File: src/rtl/prefix_arbiter.sv
// prefix_arbiter: round-robin scheduler sharing one prefix-expression evaluator
// between two requesters. It streams the winner's TOKENS-token job into the engine,
// waits for the engine result and returns it tagged with the requester id.
// Optional feature macro: PREFIX_ARB_TIMEOUT_EN adds the WAIT timer and the error response.
module prefix_arbiter #(
    parameter  int unsigned TOKENS  = 19,
    parameter  int unsigned TIMEOUT = 63,
    localparam int unsigned DATA_W  = 5,
    localparam int unsigned RES_W   = 95
) (
    input  logic                     clk,
    input  logic                     rst,
    input  logic                     req0,
    input  logic                     req1,
    input  logic                     opt0,
    input  logic                     opt1,
    input  logic [DATA_W-1:0]        data0,
    input  logic [DATA_W-1:0]        data1,
    output logic                     gnt0,
    output logic                     gnt1,
    output logic                     eng_in_valid,
    output logic                     eng_opt,
    output logic [DATA_W-1:0]        eng_in_data,
    input  logic                     eng_out_valid,
    input  logic signed [RES_W-1:0]  eng_out,
    output logic                     rsp_valid,
    output logic                     rsp_id,
    output logic                     rsp_err,
    output logic signed [RES_W-1:0]  rsp_data,
    output logic                     busy
);

    localparam int unsigned CNT_W = (TOKENS > 1) ? $clog2(TOKENS) : 1;

    typedef enum logic [1:0] {
        S_IDLE  = 2'd0,
        S_GRANT = 2'd1,
        S_WAIT  = 2'd2,
        S_RESP  = 2'd3
    } state_t;

    // Reject configurations that cannot stream a job or time out meaningfully.
    if (TOKENS < 2 || TIMEOUT < 1) begin : g_param_chk
        $error("prefix_arbiter: TOKENS must be >= 2 and TIMEOUT >= 1");
    end

    state_t                    r_state;
    logic [CNT_W-1:0]          r_cnt;
    logic                      r_last_id;
    logic                      r_cur_id;
    logic                      r_gnt0;
    logic                      r_gnt1;
    logic                      r_eng_in_valid;
    logic                      r_eng_opt;
    logic [DATA_W-1:0]         r_eng_in_data;
    logic                      r_rsp_valid;
    logic                      r_rsp_id;
    logic signed [RES_W-1:0]   r_rsp_data;
    logic                      r_busy;

    logic                      w_win_id;
    logic [DATA_W-1:0]         w_data;
    logic                      w_opt;

`ifdef PREFIX_ARB_TIMEOUT_EN
    localparam int unsigned TMR_W = (TIMEOUT > 1) ? $clog2(TIMEOUT) : 1;

    logic [TMR_W-1:0]          r_timer;
    logic                      r_rsp_err;
`endif

    // Arbitration: a lone request wins; on a tie the side not served last wins.
    assign w_win_id = (req0 && req1) ? ~r_last_id : req1;

    // Token and mode source follow the requester currently holding the grant.
    assign w_data = r_cur_id ? data1 : data0;
    assign w_opt  = r_cur_id ? opt1  : opt0;

    // Scheduler state machine with all outputs registered.
    always_ff @(posedge clk or posedge rst) begin
        if (rst) begin
            r_state        <= S_IDLE;
            r_cnt          <= '0;
            r_last_id      <= 1'b1;
            r_cur_id       <= 1'b0;
            r_gnt0         <= 1'b0;
            r_gnt1         <= 1'b0;
            r_eng_in_valid <= 1'b0;
            r_eng_opt      <= 1'b0;
            r_eng_in_data  <= '0;
            r_rsp_valid    <= 1'b0;
            r_rsp_id       <= 1'b0;
            r_rsp_data     <= '0;
            r_busy         <= 1'b0;
`ifdef PREFIX_ARB_TIMEOUT_EN
            r_timer        <= '0;
            r_rsp_err      <= 1'b0;
`endif
        end else begin
            case (r_state)
                S_IDLE: begin
                    if (req0 || req1) begin
                        r_cur_id  <= w_win_id;
                        r_last_id <= w_win_id;
                        r_gnt0    <= ~w_win_id;
                        r_gnt1    <= w_win_id;
                        r_cnt     <= '0;
                        r_busy    <= 1'b1;
                        r_state   <= S_GRANT;
                    end
                end

                S_GRANT: begin
                    r_eng_in_valid <= 1'b1;
                    r_eng_in_data  <= w_data;
                    if (r_cnt == '0) begin
                        r_eng_opt <= w_opt;
                    end
                    if (r_cnt == CNT_W'(TOKENS - 1)) begin
                        r_gnt0  <= 1'b0;
                        r_gnt1  <= 1'b0;
                        r_cnt   <= '0;
                        r_state <= S_WAIT;
`ifdef PREFIX_ARB_TIMEOUT_EN
                        r_timer <= '0;
`endif
                    end else begin
                        r_cnt <= r_cnt + CNT_W'(1);
                    end
                end

                S_WAIT: begin
                    r_eng_in_valid <= 1'b0;
                    // A result on the expiry cycle still wins over the timeout.
                    if (eng_out_valid) begin
                        r_rsp_valid <= 1'b1;
                        r_rsp_id    <= r_cur_id;
                        r_rsp_data  <= eng_out;
`ifdef PREFIX_ARB_TIMEOUT_EN
                        r_rsp_err   <= 1'b0;
`endif
                        r_state     <= S_RESP;
                    end
`ifdef PREFIX_ARB_TIMEOUT_EN
                    else if (r_timer == TMR_W'(TIMEOUT - 1)) begin
                        r_rsp_valid <= 1'b1;
                        r_rsp_id    <= r_cur_id;
                        r_rsp_data  <= '0;
                        r_rsp_err   <= 1'b1;
                        r_state     <= S_RESP;
                    end else begin
                        r_timer <= r_timer + TMR_W'(1);
                    end
`endif
                end

                S_RESP: begin
                    r_rsp_valid <= 1'b0;
                    r_rsp_id    <= 1'b0;
                    r_rsp_data  <= '0;
`ifdef PREFIX_ARB_TIMEOUT_EN
                    r_rsp_err   <= 1'b0;
                    r_timer     <= '0;
`endif
                    r_busy      <= 1'b0;
                    r_state     <= S_IDLE;
                end

                default: begin
                    r_state <= S_IDLE;
                end
            endcase
        end
    end

    // Output drive straight from the registers.
    assign gnt0         = r_gnt0;
    assign gnt1         = r_gnt1;
    assign eng_in_valid = r_eng_in_valid;
    assign eng_opt      = r_eng_opt;
    assign eng_in_data  = r_eng_in_data;
    assign rsp_valid    = r_rsp_valid;
    assign rsp_id       = r_rsp_id;
    assign rsp_data     = r_rsp_data;
    assign busy         = r_busy;

`ifdef PREFIX_ARB_TIMEOUT_EN
    assign rsp_err = r_rsp_err;
`else
    assign rsp_err = 1'b0;
`endif

endmodule

File: config.mk
export PLATFORM = sky130hd
export DESIGN_NAME = prefix_arbiter
export DESIGN_NICKNAME = d
export VERILOG_FILES = /design/src/rtl/prefix_arbiter.sv
export SDC_FILE = /design/constraint.sdc
export NUM_CORES = 1
export LEC_CHECK = 0
export CORE_ASPECT_RATIO = 1.4
export CORE_MARGIN = 2
export CORE_UTILIZATION = 43
export DETAILED_ROUTE_END_ITERATION = 10
export GPL_TIMING_DRIVEN = 0
export HOLD_SLACK_MARGIN = 0.1
export PLACE_DENSITY = 0.92
export RECOVER_POWER = 50
export SLEW_MARGIN = 20
export SYNTH_ARGS = -nofsm -noshare
export SYNTH_HDL_FRONTEND = slang
export SYNTH_SLANG_ARGS = --single-unit
File: constraint.sdc
create_clock -name clk -period 5.1 [get_ports clk]
set_input_delay 1.02 -clock clk [delete_from_list [all_inputs] [get_ports clk]]
set_output_delay 1.02 -clock clk [all_outputs]
set_load 0.01 [all_outputs]
==> run_results.csv <==
group,metric,value,unit
worst_setup_path,crit_path_end,"rsp_data[14]",
status,violations,"max-capacitance violations, max-slew violations",
worst_setup_path,crit_top_cell,"clkbuf_1",
power,p_seq_frac,0.297,
routing,via_count,4632,
clocking,cts_hold_buf,0,
timing,maxSlewViolCount,54,
logic_synthesis,synth_compound_area_frac,0.131,
logic_synthesis,yosysSeqAreaShare,0.564,
timing,rsz0062_at_grt,"no",
timing,final-setup-viol-count,0,
clocking,tritoncts,"yes",
routing,first_pass_iters,4,
final_layout,drive_gt1_frac,0.0608,
place,placed_area,7540,µm²
floorplan,die-area,12900,µm²
routing,drc,0,
worst_setup_path,critPathMaxFanout,10,
clocking,cts.repair.resized,0,
worst_setup_path,crit_buf_inv,4,
logic_synthesis,syn_area,5140,µm²
logic_synthesis,synthMuxAreaShare,0.0185,
clocking,cts_sinks,116,
worst_setup_path,rr_startpoint,"r_state[0]",
worst_setup_path,crit_chain,"dlygate4sd3_1 > mux2i_1 > clkbuf_1 > clkbuf_1 > buf_6 > nand2_1 > o21ai_1",
power,p_int,3.42,mW
power,p_sw,1.91,mW
final_layout,diodes,0,
power,comb_power_share,0.474,
final_layout,area_growth,57.6,%
logic_synthesis,yosys.cell_types.count,37,
floorplan,rows,47,
global_route,antenna_found_initial,0,
routing,vias_per_cell,5.03,
final_layout,utilization,0.690,
clocking,clockRootBuffer,"clkbuf_16",
flow_run,cap_violations,1,
timing,max_freq,316,MHz
final_layout,final_common_cell,"clkdlybuf4s50_1",
worst_setup_path,reg2reg_setup_slack,2.25,ns
power,vdd_drop_max,0.359,mV
routing,antenna_left,0,
routing,routed_wl,15100,µm
worst_setup_path,r2r_cells,8,
logic_synthesis,synth_xor_area_frac,0,
power,p_leak,3.53,nW
timing,relSlewSlack,-0.629,
clocking,cts_setup_buffers,0,
power,power_density,657,nW/µm²
logic_synthesis,synth_nets,642,
logic_synthesis,synth-seq-cells,116,
timing,fin_crit,3.17,ns
global_route,grt_max_degree,64,
power,clkPwrFrac,0.229,
final_layout,most-common-layout-cells,"215 x clkdlybuf4s50_1, 115 x dfrtp_1, 98 x nand2_1, 97 x nand2b_1, 60 x o21ai_1",
timing,hold_violations,0,
clocking,h-tree-depth,4,
logic_synthesis,syn_inst,522,
worst_setup_path,cp_slowest_stage_delay,0.57,ns
floorplan,start_util,0.437,
worst_setup_path,critPathKind,"primary input to register",
timing,tightest_slew,2.43,ns
logic_synthesis,synthDominantCellAreaShare,0.559,
final_layout,fin_nets,880,
global_route,grt_overflow,0,
worst_setup_path,startpoint,"eng_out_valid",
floorplan,design.core.area,11800,µm²
clocking,insertion_delay,0.40,ns
logic_synthesis,yosysTopAreaCell,"dfrtp_1",
global_route,grt_pass1_vias,4982,
place,port_buffers,218,
timing,fin_crit_sh,0.621,
worst_setup_path,slowest_stage,"dlygate4sd3_1",
clocking,cts.path.max_buffers,2,
logic_synthesis,synthSimpleGateAreaFrac,0.214,
power,p_sw_frac,0.359,
worst_setup_path,start_kind,"primary input",
logic_synthesis,avgSynthCellArea,9.86,µm²
worst_setup_path,worst_ep_arrival_time,3.47,ns
place,gp_congestion,0.809,
final_layout,fin_area,8110,µm²
clocking,numCtsBuffers,17,
logic_synthesis,yosys_warnings,0,
worst_setup_path,r2r-end,"rsp_data[14]",
worst_setup_path,path_depth,7,
place,detailed_place_hpwl,11500,µm
hold_path,min_path_type,"register to register",
global_route,grt_usage,0.242,
worst_setup_path,cp.required,5.41,ns
timing,fin_skew,0.00666,ns
floorplan,die_h,133,µm
logic_synthesis,yosys-top-cells-area,"dfrtp_1 56%, nand2b_1 12%, nand2_1 7.1%",
logic_synthesis,synthAdderAreaFrac,0.0195,
logic_synthesis,synth_top_family_by_area,"simple AND/OR/NAND/NOR gates",
worst_setup_path,worst_setup_path_end_kind,"register",
worst_setup_path,cp_top_family,"buffers and inverters",
status,status,"finished, violations left",
floorplan,io_pins,220,
routing,first_iter_violations,176,
global_route,grt_pass1_wl,23900,µm
routing,wire_per_inst,16.4,µm
clocking,path_clk_slew,0.05,ns
floorplan,die_w,96.4,µm
==> how the worst min path moves through the flow <==
stage,startpoint,endpoint,cells past startpoint
after floorplan,r_cnt[0],r_cnt[0],1
after global placement,rsp_data[80],rsp_data[80],2
after detailed placement,rsp_data[69],rsp_data[69],2
after CTS,rsp_data[69],rsp_data[69],2
after global routing,rsp_data[61],rsp_data[61],2
final,rsp_data[85],rsp_data[85],2
==> through the flow <==
stage | hold WS, ns | setup TNS, ns | power (mW) | setup slack [ns] | cells
floorplan | 0.501 | 0 | 2.91 | 1.01 | 522
global placement | 0.463 | -46.85 | 4.02 | -0.416 | 887
detailed placement | 0.471 | 0 | 4.17 | 2.47 | 888
CTS | 0.484 | 0 | 5.41 | 2.70 | 920
global route | 0.506 | 0 | 5.69 | 1.78 | 920
finish | 0.474 | 0 | 5.33 | 1.93 | 920
==> cell type report <==
type | count | area [µm²]
repair buffers | 219 | 2210
well taps | 147 | 184
inverters | 12 | 46.3
multi-input cells | 358 | 1960
flip-flops and latches | 116 | 2900
clock inverters | 9 | 125
plain buffers | 36 | 198
clock buffers | 23 | 488
fillers | 893 | 3650
==> synthesized netlist by cell type (all sizes together) <==
cell / instances
dfrtp: 115
o21ai: 106
nand2: 98
nand2b: 97
clkbuf: 20
buf: 16
inv: 12
a21oi: 8
ha: 8
mux2i: 8
nor2: 7
nand3: 4
o311ai: 3
a31oi: 2
o22ai: 2
a211oi: 1
a21o: 1
a221oi: 1
a2bb2oi: 1
and2: 1
conb: 1
dfstp: 1
mux2: 1
nand3b: 1
nand4: 1
nand4bb: 1
nor2b: 1
nor3b: 1
nor4b: 1
o211ai: 1
o31ai: 1
==> state kept, by name (all words and copies together), names as in the netlist <==
register      cells
gnt0              1
eng_in_data       5
gnt1              1
r_cnt             5
eng_in_valid      1
busy              1
r_cur_id          1
rsp_data         95
r_state           2
rsp_valid         1
r_last_id         1
eng_opt           1
rsp_id            1
==> metal layers <==
metal,GRT usage,vias to the layer above,part of all wire,wire length (µm)
met3,0.0758,43,0.069,1050
met4,0.110,0,0.038,574
met1,0.257,2232,0.36,5480
li1,-,2184,-,-
met2,0.427,173,0.53,8010
met5,0,-,0,0
==> logic make-up after synthesis <==
kind of cell	after synthesis
compound gates	127
fa+ha+maj	8
buf+inv	48
flops	116
mux	9
other cells	1
simple gates	213
==> power groups by stage <==
stage          clock network, mW  registers, mW  logic, mW
4_1_cts                     1.24           1.58       2.59
3_5_place_dp                   0           1.59       2.58
6_report                    1.22           1.58       2.53
5_1_grt                     1.28           1.63       2.78
2_1_floorplan                  0           1.73       1.18
3_3_place_gp                   0           1.56       2.46
==> worst reg2reg max path: stages (launching register included) <==
cell      delay (ns)
dfrtp_1         0.42
inv_1           0.13
ha_1            0.27
mux2i_1         0.47
clkbuf_1        0.51
clkbuf_1        0.56
buf_6           0.23
nand2_1         0.06
o21ai_1         0.11
(Power assumes the default switching activity.)
